==> src/rtl/awaddr_ddr_sched_if.sv <==
// AXI write-address and write-response channel between the awaddr scheduler and the DDR controller.
// The master modport is the scheduler side, the slave modport is the controller side.
interface awaddr_ddr_sched_if #(
   parameter int ID_WIDTH   = 2,
   parameter int ADDR_WIDTH = 28,
   parameter int LEN_WIDTH  = 8
);
   logic                  m_awvalid;
   logic                  m_awready;
   logic [ADDR_WIDTH-1:0] m_awaddr;
   logic [LEN_WIDTH-1:0]  m_awlen;
   logic [ID_WIDTH-1:0]   m_awid;
   logic                  m_bvalid;
   logic                  m_bready;

   modport master (
      output m_awvalid, m_awaddr, m_awlen, m_awid, m_bready,
      input  m_awready, m_bvalid
   );

   modport slave (
      input  m_awvalid, m_awaddr, m_awlen, m_awid, m_bready,
      output m_awready, m_bvalid
   );
endinterface

==> src/rtl/awaddr_ddr_sched.sv <==
// Round-robin push of per-channel burst requests into the awaddr FIFO, and a fetch/load/issue
// pop engine that drives the AXI AW channel while limiting bursts awaiting a B response.
module awaddr_ddr_sched #(
   parameter int NUM_CH     = 4,
   parameter int ID_WIDTH   = 2,
   parameter int ADDR_WIDTH = 28,
   parameter int LEN_WIDTH  = 8,
   parameter int MAX_OUTST  = 4,
   localparam int FIFO_DW   = ID_WIDTH + LEN_WIDTH + ADDR_WIDTH
) (
   input  logic                           clk,
   input  logic                           rst_n,
   input  logic [NUM_CH-1:0]              req_valid,
   output logic [NUM_CH-1:0]              req_ready,
   input  logic [NUM_CH*ADDR_WIDTH-1:0]   req_addr,
   input  logic [NUM_CH*LEN_WIDTH-1:0]    req_len,
   output logic                           fifo_wr_en,
   output logic [FIFO_DW-1:0]             fifo_wr_data,
   input  logic                           fifo_wr_full,
   output logic                           fifo_rd_en,
   input  logic [FIFO_DW-1:0]             fifo_rd_data,
   input  logic                           fifo_rd_empty,
   awaddr_ddr_sched_if.master             axi,
   output logic [3:0]                     outst_cnt,
   output logic                           err_b_underflow
);

   typedef enum logic [1:0] {
      ST_IDLE,
      ST_FETCH,
      ST_LOAD,
      ST_ISSUE
   } state_t;

   state_t                state_reg, state_next;
   logic [ID_WIDTH-1:0]   rr_ptr_reg, rr_ptr_next;
   logic [3:0]            outst_reg, outst_next;
   logic                  err_reg;
   logic                  bready_reg;
   logic                  awvalid_reg;
   logic [ID_WIDTH-1:0]   awid_reg;
   logic [LEN_WIDTH-1:0]  awlen_reg;
   logic [ADDR_WIDTH-1:0] awaddr_reg;

   logic [ADDR_WIDTH-1:0] ch_addr [NUM_CH];
   logic [LEN_WIDTH-1:0]  ch_len  [NUM_CH];
   logic [NUM_CH-1:0]     upper_mask;
   logic [NUM_CH-1:0]     upper_req;
   logic [NUM_CH-1:0]     pick_vec;
   logic [ID_WIDTH-1:0]   grant_idx;
   logic                  grant_any;
   logic                  push_en;

   logic                  aw_fire;
   logic                  b_fire;
   logic                  b_dec;
   logic                  room_now;
   logic                  room_post;
   logic                  rd_en;
   logic                  load_en;

   // Channels at or above the pointer get first pick; if none of them request, wrap to the rest.
   generate
      for (genvar gi = 0; gi < NUM_CH; gi++) begin : g_ch
         assign ch_addr[gi]    = req_addr[gi*ADDR_WIDTH +: ADDR_WIDTH];
         assign ch_len[gi]     = req_len[gi*LEN_WIDTH +: LEN_WIDTH];
         assign upper_mask[gi] = (ID_WIDTH'(gi) >= rr_ptr_reg);
      end
   endgenerate

   assign upper_req = req_valid & upper_mask;
   assign pick_vec  = (|upper_req) ? upper_req : req_valid;

   always_comb begin
      grant_idx = '0;
      grant_any = 1'b0;
      for (int i = NUM_CH - 1; i >= 0; i--) begin
         if (pick_vec[i]) begin
            grant_idx = ID_WIDTH'(i);
            grant_any = 1'b1;
         end
      end
   end

   // bready_reg doubles as the "out of reset" flag so nothing is pushed while the FIFO is held in reset.
   assign push_en      = grant_any && !fifo_wr_full && bready_reg;
   assign req_ready    = push_en ? (NUM_CH'(1) << grant_idx) : '0;
   assign fifo_wr_en   = push_en;
   assign fifo_wr_data = push_en ? {grant_idx, ch_len[grant_idx], ch_addr[grant_idx]} : '0;

   always_comb begin
      rr_ptr_next = rr_ptr_reg;
      if (push_en) begin
         rr_ptr_next = (grant_idx == ID_WIDTH'(NUM_CH - 1)) ? '0 : grant_idx + 1'b1;
      end
   end

   assign aw_fire = (state_reg == ST_ISSUE) && awvalid_reg && axi.m_awready;
   assign b_fire  = axi.m_bvalid && bready_reg;
   assign b_dec   = b_fire && (outst_reg != 4'd0);

   always_comb begin
      outst_next = outst_reg;
      if (aw_fire && !b_dec) begin
         outst_next = outst_reg + 4'd1;
      end else if (!aw_fire && b_dec) begin
         outst_next = outst_reg - 4'd1;
      end
   end

   assign room_now  = (outst_reg  < 4'(MAX_OUTST));
   assign room_post = (outst_next < 4'(MAX_OUTST));

   always_comb begin
      state_next = state_reg;
      rd_en      = 1'b0;
      load_en    = 1'b0;
      case (state_reg)
         ST_IDLE: begin
            if (!fifo_rd_empty && room_now) begin
               state_next = ST_FETCH;
            end
         end
         ST_FETCH: begin
            rd_en      = 1'b1;
            state_next = ST_LOAD;
         end
         ST_LOAD: begin
            load_en    = 1'b1;
            state_next = ST_ISSUE;
         end
         ST_ISSUE: begin
            if (aw_fire) begin
               state_next = (!fifo_rd_empty && room_post) ? ST_FETCH : ST_IDLE;
            end
         end
         default: state_next = ST_IDLE;
      endcase
   end

   always_ff @(posedge clk or negedge rst_n) begin
      if (!rst_n) begin
         state_reg   <= ST_IDLE;
         rr_ptr_reg  <= '0;
         outst_reg   <= 4'd0;
         err_reg     <= 1'b0;
         bready_reg  <= 1'b0;
         awvalid_reg <= 1'b0;
         awid_reg    <= '0;
         awlen_reg   <= '0;
         awaddr_reg  <= '0;
      end else begin
         state_reg  <= state_next;
         rr_ptr_reg <= rr_ptr_next;
         outst_reg  <= outst_next;
         bready_reg <= 1'b1;
         if (b_fire && (outst_reg == 4'd0)) begin
            err_reg <= 1'b1;
         end
         if (load_en) begin
            awvalid_reg <= 1'b1;
            {awid_reg, awlen_reg, awaddr_reg} <= fifo_rd_data;
         end else if (aw_fire) begin
            awvalid_reg <= 1'b0;
         end
      end
   end

   assign fifo_rd_en      = rd_en;
   assign axi.m_awvalid   = awvalid_reg;
   assign axi.m_awid      = awid_reg;
   assign axi.m_awlen     = awlen_reg;
   assign axi.m_awaddr    = awaddr_reg;
   assign axi.m_bready    = bready_reg;
   assign outst_cnt       = outst_reg;
   assign err_b_underflow = err_reg;

endmodule

==> src/flat_wrapper.sv <==
// flat-port wrapper written by rule: the top's interface ports become plain ports
module awaddr_ddr_sched_flat 
#(
   parameter int NUM_CH     = 4,
   parameter int ID_WIDTH   = 2,
   parameter int ADDR_WIDTH = 28,
   parameter int LEN_WIDTH  = 8,
   parameter int MAX_OUTST  = 4,
   localparam int FIFO_DW   = ID_WIDTH + LEN_WIDTH + ADDR_WIDTH
)
  (clk, rst_n, req_valid, req_ready, req_addr, req_len, fifo_wr_en, fifo_wr_data, fifo_wr_full, fifo_rd_en, fifo_rd_data, fifo_rd_empty, outst_cnt, err_b_underflow, axi_m_awvalid, axi_m_awaddr, axi_m_awlen, axi_m_awid, axi_m_bready, axi_m_awready, axi_m_bvalid);
  awaddr_ddr_sched_if #(.ID_WIDTH(ID_WIDTH), .ADDR_WIDTH(ADDR_WIDTH), .LEN_WIDTH(LEN_WIDTH)) axi_i ();
  input  logic clk;
  input  logic rst_n;
  input  logic [NUM_CH-1:0] req_valid;
  output logic [NUM_CH-1:0] req_ready;
  input  logic [NUM_CH*ADDR_WIDTH-1:0] req_addr;
  input  logic [NUM_CH*LEN_WIDTH-1:0] req_len;
  output logic fifo_wr_en;
  output logic [FIFO_DW-1:0] fifo_wr_data;
  input  logic fifo_wr_full;
  output logic fifo_rd_en;
  input  logic [FIFO_DW-1:0] fifo_rd_data;
  input  logic fifo_rd_empty;
  output logic [3:0] outst_cnt;
  output logic err_b_underflow;
  output wire logic [$bits(axi_i.m_awvalid)-1:0] axi_m_awvalid;
  output wire logic [$bits(axi_i.m_awaddr)-1:0] axi_m_awaddr;
  output wire logic [$bits(axi_i.m_awlen)-1:0] axi_m_awlen;
  output wire logic [$bits(axi_i.m_awid)-1:0] axi_m_awid;
  output wire logic [$bits(axi_i.m_bready)-1:0] axi_m_bready;
  input wire logic [$bits(axi_i.m_awready)-1:0] axi_m_awready;
  input wire logic [$bits(axi_i.m_bvalid)-1:0] axi_m_bvalid;
  assign axi_m_awvalid = axi_i.m_awvalid;
  assign axi_m_awaddr = axi_i.m_awaddr;
  assign axi_m_awlen = axi_i.m_awlen;
  assign axi_m_awid = axi_i.m_awid;
  assign axi_m_bready = axi_i.m_bready;
  assign axi_i.m_awready = axi_m_awready;
  assign axi_i.m_bvalid = axi_m_bvalid;
  awaddr_ddr_sched #(.NUM_CH(NUM_CH), .ID_WIDTH(ID_WIDTH), .ADDR_WIDTH(ADDR_WIDTH), .LEN_WIDTH(LEN_WIDTH), .MAX_OUTST(MAX_OUTST)) u_core (.clk(clk), .rst_n(rst_n), .req_valid(req_valid), .req_ready(req_ready), .req_addr(req_addr), .req_len(req_len), .fifo_wr_en(fifo_wr_en), .fifo_wr_data(fifo_wr_data), .fifo_wr_full(fifo_wr_full), .fifo_rd_en(fifo_rd_en), .fifo_rd_data(fifo_rd_data), .fifo_rd_empty(fifo_rd_empty), .axi(axi_i), .outst_cnt(outst_cnt), .err_b_underflow(err_b_underflow));
endmodule
==> config.mk <==
export PLATFORM = sky130hd
export DESIGN_NAME = awaddr_ddr_sched_flat
export DESIGN_NICKNAME = d
export VERILOG_FILES = /design/src/rtl/awaddr_ddr_sched_if.sv /design/src/rtl/awaddr_ddr_sched.sv /design/src/flat_wrapper.sv
export SDC_FILE = /design/constraint.sdc
export NUM_CORES = 1
export LEC_CHECK = 0
export BUFFER_PORTS_ARGS = -buffer_cell sky130_fd_sc_hd__buf_2
export CAP_MARGIN = 30
export CELL_PAD_IN_SITES_DETAIL_PLACEMENT = 1
export CELL_PAD_IN_SITES_GLOBAL_PLACEMENT = 2
export CORE_MARGIN = 4
export CORE_UTILIZATION = 21
export CTS_BUF_LIST = sky130_fd_sc_hd__clkbuf_4 sky130_fd_sc_hd__clkbuf_8
export CTS_CLUSTER_SIZE = 16
export DETAILED_ROUTE_END_ITERATION = 12
export PLACE_DENSITY_LB_ADDON = 0.15
export SLEW_MARGIN = 15
export SYNTH_ARGS = -nofsm -noshare
export SYNTH_HDL_FRONTEND = slang
export SYNTH_SLANG_ARGS = --single-unit
==> constraint.sdc <==
create_clock -name clk -period 2.6 [get_ports clk]
set_clock_uncertainty 0.2 [all_clocks]
set_input_delay 0.26 -clock clk [delete_from_list [all_inputs] [get_ports clk]]
set_output_delay 0.26 -clock clk [all_outputs]
set_load 0.02 [all_outputs]
# Word-level counts from Yosys, hierarchy flattened
# Index checks and enable logic that the tools add are counted.
# totals
reg_bits	49
output_inout_bits	89
inputBits	192
# classes
n_reduce_logical	21
magnitude_cmp	7
eq_ne	6
add_sub_neg	3
n_bitwise	2
muxes	28
shifts	1
# ops
op	n
$bmux W28 S2	1
$mux W28	2
$mux W38	1
$bmux W8 S2	1
$mux W4	4
$mux W8	2
$mux W2	7
$logic_and A1 B1 Y1	11
$mux W1	9
$lt A4 B3 Y1 const B	2
$pmux W2 S4	1
$eq A2 B2 Y1 const B	3
$add A4 B1 Y4 const B	1
$and A4 B4 Y4	1
$ge A1 B2 Y1 const A	2
$ge A2 B2 Y1 const A	2
$logic_not A1 Y1	4
$logic_not A4 Y1	1
$ne A2 B1 Y1 const B	2
$reduce_bool A4 Y1	1
$reduce_or A4 Y1	1
$shl A1 B2 Y4 const A	1
$sub A4 B1 Y4 const B	1
$ge A3 B3 Y1 const B	1
other kinds (6)	6

# Logic depth before layout (Yosys ltp)
# Gate-level depths: netlist (run 1).
# logic_depth
ltp_word	13
mapped_depth	11
depth_no_buf	11

# Worst setup path after synthesis (run 1)
# Ideal clock, no wire load.
# synth_path
path_type	register to register
startpoint	register u_core.outst_reg[0] (netlist: u_core.outst_cnt[0])
endpoint	register u_core.state_reg[0]
stages_incl_launch_ff	11
t_arrival_ps	2154
setup_slack_ps	166
required_ps	2321
setup_ps	79
path_cell_list	dfrtp_1 > inv_1 > ha_1 > nand2_1 > nand3_1 > ha_1 > nand2b_1 > o41ai_1 > xor2_1 > nor4_1 > a2bb2oi_1
# synth_between
elab_chain_len	10
elab_cells_between_ends	18
# synth_lines
item	line	text
start: declaration	awaddr_ddr_sched.sv:37	logic [3:0] outst_reg, outst_next;
start signal: assignment	awaddr_ddr_sched.sv:155	outst_reg <= outst_next;
branches (longest 4 deep; another with $sub A4 B1 Y4)	n/a	
$mux W4 *	awaddr_ddr_sched.sv:104	if (aw_fire && !b_dec) begin
net u_core.outst_next[3]	awaddr_ddr_sched.sv:37	
$lt A4 B3 Y1 *	awaddr_ddr_sched.sv:112	assign room_post = (outst_next < 4'(MAX_OUTST));
$logic_and A1 B1 Y1 *	awaddr_ddr_sched.sv:134	state_next = (!fifo_rd_empty && room_post) ? ST_FETCH : ST_IDLE;
$mux W1 *	awaddr_ddr_sched.sv:134	
$mux W2 *	awaddr_ddr_sched.sv:133	if (aw_fire) begin
$pmux W2 S4 *	awaddr_ddr_sched.sv:118	case (state_reg)
end signal: assignment	awaddr_ddr_sched.sv:153	state_reg <= state_next;
end: declaration	awaddr_ddr_sched.sv:35	state_t state_reg, state_next;
# Mark *: on every way through the listed nets, which the timed path passes. The select of a mux whose other input is x is not followed.
# A chain may end at the register's enable or synchronous reset.

# Final worst setup path (run 1)
# layout_path
startpoint	register u_core.rr_ptr_reg[1]
endpoint	output fifo_wr_data[14]
# layout_between
elab_chain_len	13
elab_cells_between_ends	22
# layout_lines
item	line	text
start: declaration	awaddr_ddr_sched.sv:36	logic [ID_WIDTH-1:0] rr_ptr_reg, rr_ptr_next;
start signal: assignment	awaddr_ddr_sched.sv:154	rr_ptr_reg <= rr_ptr_next;
$ge A1 B2 Y1 or $ge A2 B2 Y1 (tied branches)	awaddr_ddr_sched.sv:67	assign upper_mask[gi] = (ID_WIDTH'(gi) >= rr_ptr_reg);
$and A4 B4 Y4 *	awaddr_ddr_sched.sv:71	assign upper_req = req_valid & upper_mask;
$reduce_or A4 Y1	awaddr_ddr_sched.sv:72	assign pick_vec = (|upper_req) ? upper_req : req_valid;
$mux W4 *	awaddr_ddr_sched.sv:72	
$mux W2 (4 in series)	awaddr_ddr_sched.sv:78	if (pick_vec[i]) begin
$not A2 Y3 (implied by the code)	awaddr_ddr_sched.sv:89	assign fifo_wr_data = push_en ? {grant_idx, ch_len[grant_idx], ch_addr[grant_idx]} : '0;
$bmux W28 S2	awaddr_ddr_sched.sv:89	
$mux W28 (implied by the code) (2 in series)	awaddr_ddr_sched.sv:89	
$mux W38 *	awaddr_ddr_sched.sv:89	
end: declaration	flat_wrapper.sv:20	output logic [FIFO_DW-1:0] fifo_wr_data;
# Mark *: on every way between the ends. The rest lies on a longest branch, timed or not. The select of a mux whose other input is x is not followed.

==> impl_metrics.tcl, run 1 <==
set metrics [dict create \
    postLayoutCoreUtil 0.370 \
    drt_wl_total_um 14700 \
    drive_gt1_frac 0.584 \
    hold_viol_final 0 \
    place_hpwl_um 11200 \
    largest_reg_flops 28 \
    htreeDepth 2 \
    numPortBuffers 280 \
    finalCritPeriodShare 0.957 \
    pwr-share-comb 0.637 \
    synth-seq-area-share 0.372 \
    clockPowerShare 0.088 \
    routed_via_density 4.41 \
    p_sw_mw 2.19 \
    cp-end-kind "primary output" \
    gp_congestion 0.758 \
    diodes 0 \
    fin_nets 825 \
    avgSynthCellArea_um2 11.2 \
    outcome "complete, no violations" \
    syn_nets 499 \
    yosysTopAreaCellShare 0.372 \
    synth_cell_types 37 \
    intPower_mw 2.82 \
    syn-cell-area_um2 3300 \
    rsz0062_at_grt "true" \
    max_stage_delay_ns 0.46 \
    worst-path-max-fanout 21 \
    grt_max_degree 40 \
    synth_common_cells "mux2i_1 (73), dfrtp_1 (49), mux2_2 (38), o22ai_1 (36), ha_1 (13)" \
    antenna_found_initial 1 \
    cts_root_buf "clkbuf_8" \
    die_h_um 133 \
    crit_path_start_kind "flip-flop" \
    fin_total_pwr_mw 5.01 \
    cap_violations 0 \
    synthArstFlopShare 1.00 \
    ys_ff_latch 49 \
    synth_most_common_cell "mux2i_1" \
    yosys-top-cells-area "dfrtp_1 (37%), mux2i_1 (22%), mux2_2 (13%)" \
    first_global_vias 3902 \
    ys.flop_type "dfrtp_1" \
    ios 281 \
    dr.first_iter.drc_count 60 \
    crit_buf_inv 2 \
    clkTransAtPathRegs_ns 0.10 \
    switching_share 0.438 \
    antenna_left 0 \
    critical_path_class "flip-flop to primary output" \
    worstPathArrival_ns 2.03 \
    clk_latency_ns 0.30 \
    cts_buffers 5 \
    synth_edf_count 0 \
    cp_data_required_time_ns 2.14 \
    finalSetupViolCount 0 \
    tightest_slew_ns 0.524 \
    grt-ovfl-total 0 \
    grt_pass1_wl_um 21300 \
    gr-usage-all-layers 0.146 \
    dieArea_um2 17800 \
    yosys_warnings 0 \
    first_pass_iters 4 \
    drv_slew 0 \
    area_growth_pct 71.8 \
    timing.fmax_ghz 0.402 \
    peakVddDrop_v 0.000523 \
    cellPowerDensity_nw_per_um2 885 \
    seqPwrFrac 0.274 \
    critical-path-top-delay-family "compound AO/OA/AOI/OAI gates" \
    fill_cells 1821 \
    rows 45 \
    yosysTopAreaCell "dfrtp_1" \
    clock_path_buffers 2 \
    die_w_um 133 \
    num_vias 3664 \
    syn-instance-count 294 \
    initial_core_util 0.215 \
    relSlewSlack 0.651 \
    fp.coreArea_um2 15300 \
    cts_tree "done" \
    cp_slowest_cell "dfrtp_2" \
    cts_sinks 49 \
    wire_per_inst_um 17.6 \
    power_leakage_nw 2.98 \
    post-route-drc-count 0 \
    period_needed_ns 2.49 \
    cp_cell_sequence "a21oi_2 > o21ai_2 > o2bb2a_4 > buf_12 > mux2i_2 > o22ai_1 > buf_4" \
    hold_class "input port to flip-flop" \
]
==> area by class of cell <==
| type | instances | area (um2) | share of cell area |
|---|---|---|---|
| inverter | 12 | 45.0 | 0.00796 |
| tap | 211 | 264 | 0.0466 |
| sequential | 49 | 1230 | 0.217 |
| clock buffer | 5 | 68.8 | 0.0122 |
| timing repair buffer | 339 | 2110 | 0.373 |
| clock inverter | 2 | 13.8 | 0.00243 |
| multi-input combinational | 213 | 1930 | 0.341 |
==> power groups by stage <==
| stage | clock network (mW) | registers [mW] | logic (mW) |
|---|---|---|---|
| floorplan | 0 | 1.82 | 1.59 |
| global placement | 0 | 1.36 | 2.97 |
| detailed placement | 0 | 1.38 | 3.01 |
| CTS | 0.468 | 1.38 | 3.06 |
| global route | 0.499 | 1.43 | 3.45 |
| finish | 0.442 | 1.37 | 3.19 |
==> through the flow <==
stage / setup TNS (ns) / setup WS [ns] / area (um2) / cells / hold slack (ns)
6_report: 0 / 0.112 / 5660 / 831 / 0.0126
5_1_grt: -0.662 / -0.0488 / 5660 / 831 / 0.00774
4_1_cts: 0 / 0.00484 / 5440 / 822 / 0.00172
3_5_place_dp: 0 / 0.155 / 4960 / 777 / 0.00861
3_3_place_gp: 0 / 0.172 / 4960 / 777 / 0.00740
2_1_floorplan: 0 / 0.166 / 3300 / 294 / -0.236
==> final timing paths <==
kind,depth (start not counted),end,slack (ns),from
max,7,fifo_wr_data[14],0.11,u_core.rr_ptr_reg[1]$_DFFE_PN0P_
min,2,u_core.axi.m_awaddr[27]$_DFFE_PN0P_,0.01,fifo_rd_data[27]
max reg2reg,10,u_core.state_reg[0]$_DFFE_PN0P_,0.19,u_core.outst_cnt[1]$_DFFE_PN0P_
min reg2reg,1,u_core.err_b_underflow$_DFFE_PN0P_,0.29,u_core.err_b_underflow$_DFFE_PN0P_
max in group asynchronous,3,u_core.rr_ptr_reg[0]$_DFFE_PN0P_,1.39,rst_n
min in group asynchronous,2,u_core.axi.m_awaddr[20]$_DFFE_PN0P_,0.22,rst_n
==> cells by family after synthesis <==
logic type	count (synthesis)	synth area share
buffers and inverters	32	0.0550
XOR/XNOR	2	0.00532
AO/OA/AOI/OAI	54	0.108
adder cells (fa/ha/maj)	13	0.0494
AND/OR/NAND/NOR	31	0.0539
other	1	0.00114
flip-flops	49	0.372
multiplexers	112	0.355
==> metal layers <==
metal  vias to the layer above  GRT usage  wire, um
li1                       1741          -         -
met1                      1757      0.152      5340
met2                       154      0.290      7990
met3                        10     0.0483      1210
met4                         2     0.0154        96
met5                         -          0        13
==> timing repair <==
action                                  in CTS  in global routing
cloned                                       0                  4
buffers inserted                             0                  5
hold buffers                                38                  0
pin swaps                                    1                  2
gates resized for setup                      2                 30
endpoints found under the hold margin       53                  0
endpoints found under the setup margin       8                 37
==> cells in the final DEF, fill, tap and decap left out, types with 2 or more instances in the layout <==
cell type	instances
a21oi_1	4
nor2_1	4
nand2_1	8
dfrtp_1	48
clkbuf_8	5
inv_1	9
buf_12	3
xor2_1	2
and2_1	5
clkbuf_16	3
buf_6	3
o21ai_0	4
o22ai_1	34
ha_1	13
buf_4	31
nand2b_1	2
inv_2	3
o22ai_2	2
nand3_1	2
mux2_2	38
mux2i_1	72
nand3b_1	2
buf_2	260
dlygate4sd3_1	38
Note: power is estimated with default switching activity, not from simulation.
==> run 2, diff against run 1 <==
Settings changed: CORE_UTILIZATION 21 to 23.
Clock period 2.6 ns to 3 ns, I/O delays scaled along.
==> impl_metrics.tcl, run 2 (synthesis gave the netlist of run 1 again) <==
set metrics [dict create \
    worstSetupEndpoint "fifo_wr_data[28]" \
    gr-usage-all-layers 0.156 \
    layout_commonest_cell "buf_2" \
    antenna_left 0 \
    finalCritPeriodShare 0.917 \
    die_h_um 128 \
    grt_util_met1 0.179 \
    cts_sinks 49 \
    grt-ovfl-total 0 \
    layout_common_cells "buf_2 (280), mux2i_1 (73), dfrtp_1 (49), mux2_2 (38), o22ai_1 (36)" \
    cts_root_buf "clkbuf_8" \
    seq_area_um2 1230 \
    cap_violations 0 \
    outcome "complete, no violations" \
    num_vias 3434 \
    first_pass_iters 4 \
    first_global_vias 3700 \
    fin_nets 777 \
    rr_worst_depth 10 \
    power_leakage_nw 2.73 \
    drt_wl_total_um 13700 \
    worst-path-max-fanout 19 \
    antenna_found_initial 0 \
    routed_via_density 4.56 \
    fill_cells 1689 \
    cellPowerDensity_nw_per_um2 842 \
    grt_use_met3 0.0492 \
    cts_buffers 5 \
    drv_slew 0 \
    grt_max_degree 38 \
    worstPathArrival_ns 2.25 \
    drive_gt1_frac 0.600 \
    clkTransAtPathRegs_ns 0.10 \
    place_hpwl_um 11500 \
    rows 43 \
    timing.fmax_ghz 0.364 \
    initial_core_util 0.237 \
    finalSetupViolCount 0 \
    setup_tns_ns 0 \
    diodes 0 \
    rsz0062_at_grt "false" \
    rrSetupSlack_ns 0.36 \
    clock_path_buffers 2 \
    rr_endpoint "u_core.state_reg[0]$_DFFE_PN0P_" \
    dr.first_iter.drc_count 60 \
    tightest_slew_ns 0.649 \
    cp_data_required_time_ns 2.50 \
    die_w_um 128 \
    dieArea_um2 16300 \
    multi_input_area_um2 1890 \
    relSlewSlack 0.565 \
    worstSetupStartpoint "u_core.rr_ptr_reg[1]$_DFFE_PN0P_" \
    crit_path_start_kind "flip-flop" \
    post-route-drc-count 0 \
    critical_path_class "flip-flop to primary output" \
    area_growth_pct 52.5 \
    postLayoutCoreUtil 0.361 \
    ios 281 \
    hold_class "input port to flip-flop" \
    grt_pass1_wl_um 20300 \
    period_needed_ns 2.75 \
    r2r_start "u_core.outst_cnt[0]$_DFFE_PN0P_" \
    largest_reg_flops 28 \
    clk_latency_ns 0.30 \
    cp-end-kind "primary output" \
    grt.busiest_layer "met2" \
    met2_usage 0.288 \
    fp.coreArea_um2 13900 \
    peakVddDrop_v 0.000437 \
    cts_tree "done" \
    numPortBuffers 280 \
    wire_per_inst_um 18.2 \
    gp_congestion 0.812 \
    hold_viol_final 0 \
    htreeDepth 2 \
]
-- run 2: changes by cell type in the layout (fill, tap and decap cells not counted), sizes merged --
| cell | change |
|---|---|
| dlygate4sd3 | -36 |
| buf | -9 |
| clkbuf | -2 |
| bufinv | +1 |
| clkinv | -1 |
-- run 2: per-layer routing --
metal / vias up / share of wire
met5: - / 0
met4: 0 / 0.010
met3: 8 / 0.095
met2: 146 / 0.52
met1: 1636 / 0.38
li1: 1644 / -
-- run 2: cell type report --
type	instances	share of cell area
clock buffer	6	0.0164
clock inverter	2	0.00822
inverter	12	0.00896
multi-input combinational	213	0.376
sequential	49	0.244
tap	180	0.0448
timing repair buffer	291	0.302
-- run 2: through the flow --
step | setup WS, ns | hold WS, ns | cells | area (um2) | total power [mW]
global placement | 0.429 | 0.127 | 743 | 4880 | 3.71
global route | 0.0638 | 0.0101 | 753 | 5030 | 4.57
CTS | 0.156 | 0.0103 | 752 | 5010 | 4.31
floorplan | 0.566 | -0.196 | 294 | 3300 | 2.95
finish | 0.250 | 0.0240 | 753 | 5030 | 4.23
detailed placement | 0.343 | 0.131 | 743 | 4880 | 3.78
-- run 2: timing repair --
action / CTS / global route
setup buffers: 0 / 0
endpoints found under the setup margin: 0 / 2
hold endpoints to repair: 23 / 1
hold buffers: 1 / 1
gates resized for setup: 0 / 1
-- run 2: worst min-delay path by stage --
stage	end	depth (start not counted)	slack, ns	from
2_1_floorplan	u_core.axi.m_awaddr[0]$_DFFE_PN0P_	0	-0.20	rst_n
5_1_grt	u_core.axi.m_awaddr[17]$_DFFE_PN0P_	2	0.01	fifo_rd_data[17]
3_5_place_dp	u_core.axi.m_awlen[2]$_DFFE_PN0P_	1	0.13	rst_n
3_3_place_gp	u_core.axi.m_awlen[2]$_DFFE_PN0P_	1	0.13	rst_n
6_report	u_core.axi.m_awlen[7]$_DFFE_PN0P_	2	0.02	fifo_rd_data[35]
4_1_cts	u_core.axi.m_awaddr[13]$_DFFE_PN0P_	2	0.01	fifo_rd_data[13]
-- run 2: worst max-delay path, stage by stage (launching register included) --
cell and delay, ns:
dfrtp_1 0.46, a21oi_2 0.17, o21ai_2 0.07, o2bb2a_4 0.44, buf_4 0.31, mux2i_1 0.22
o22ai_1 0.09, buf_2 0.18
-- run 2: where the power goes --
group          switching, mW  internal [mW]
clock                  0.230          0.277
sequential             0.202          0.995
combinational           1.41           1.12
total                   1.84           2.39
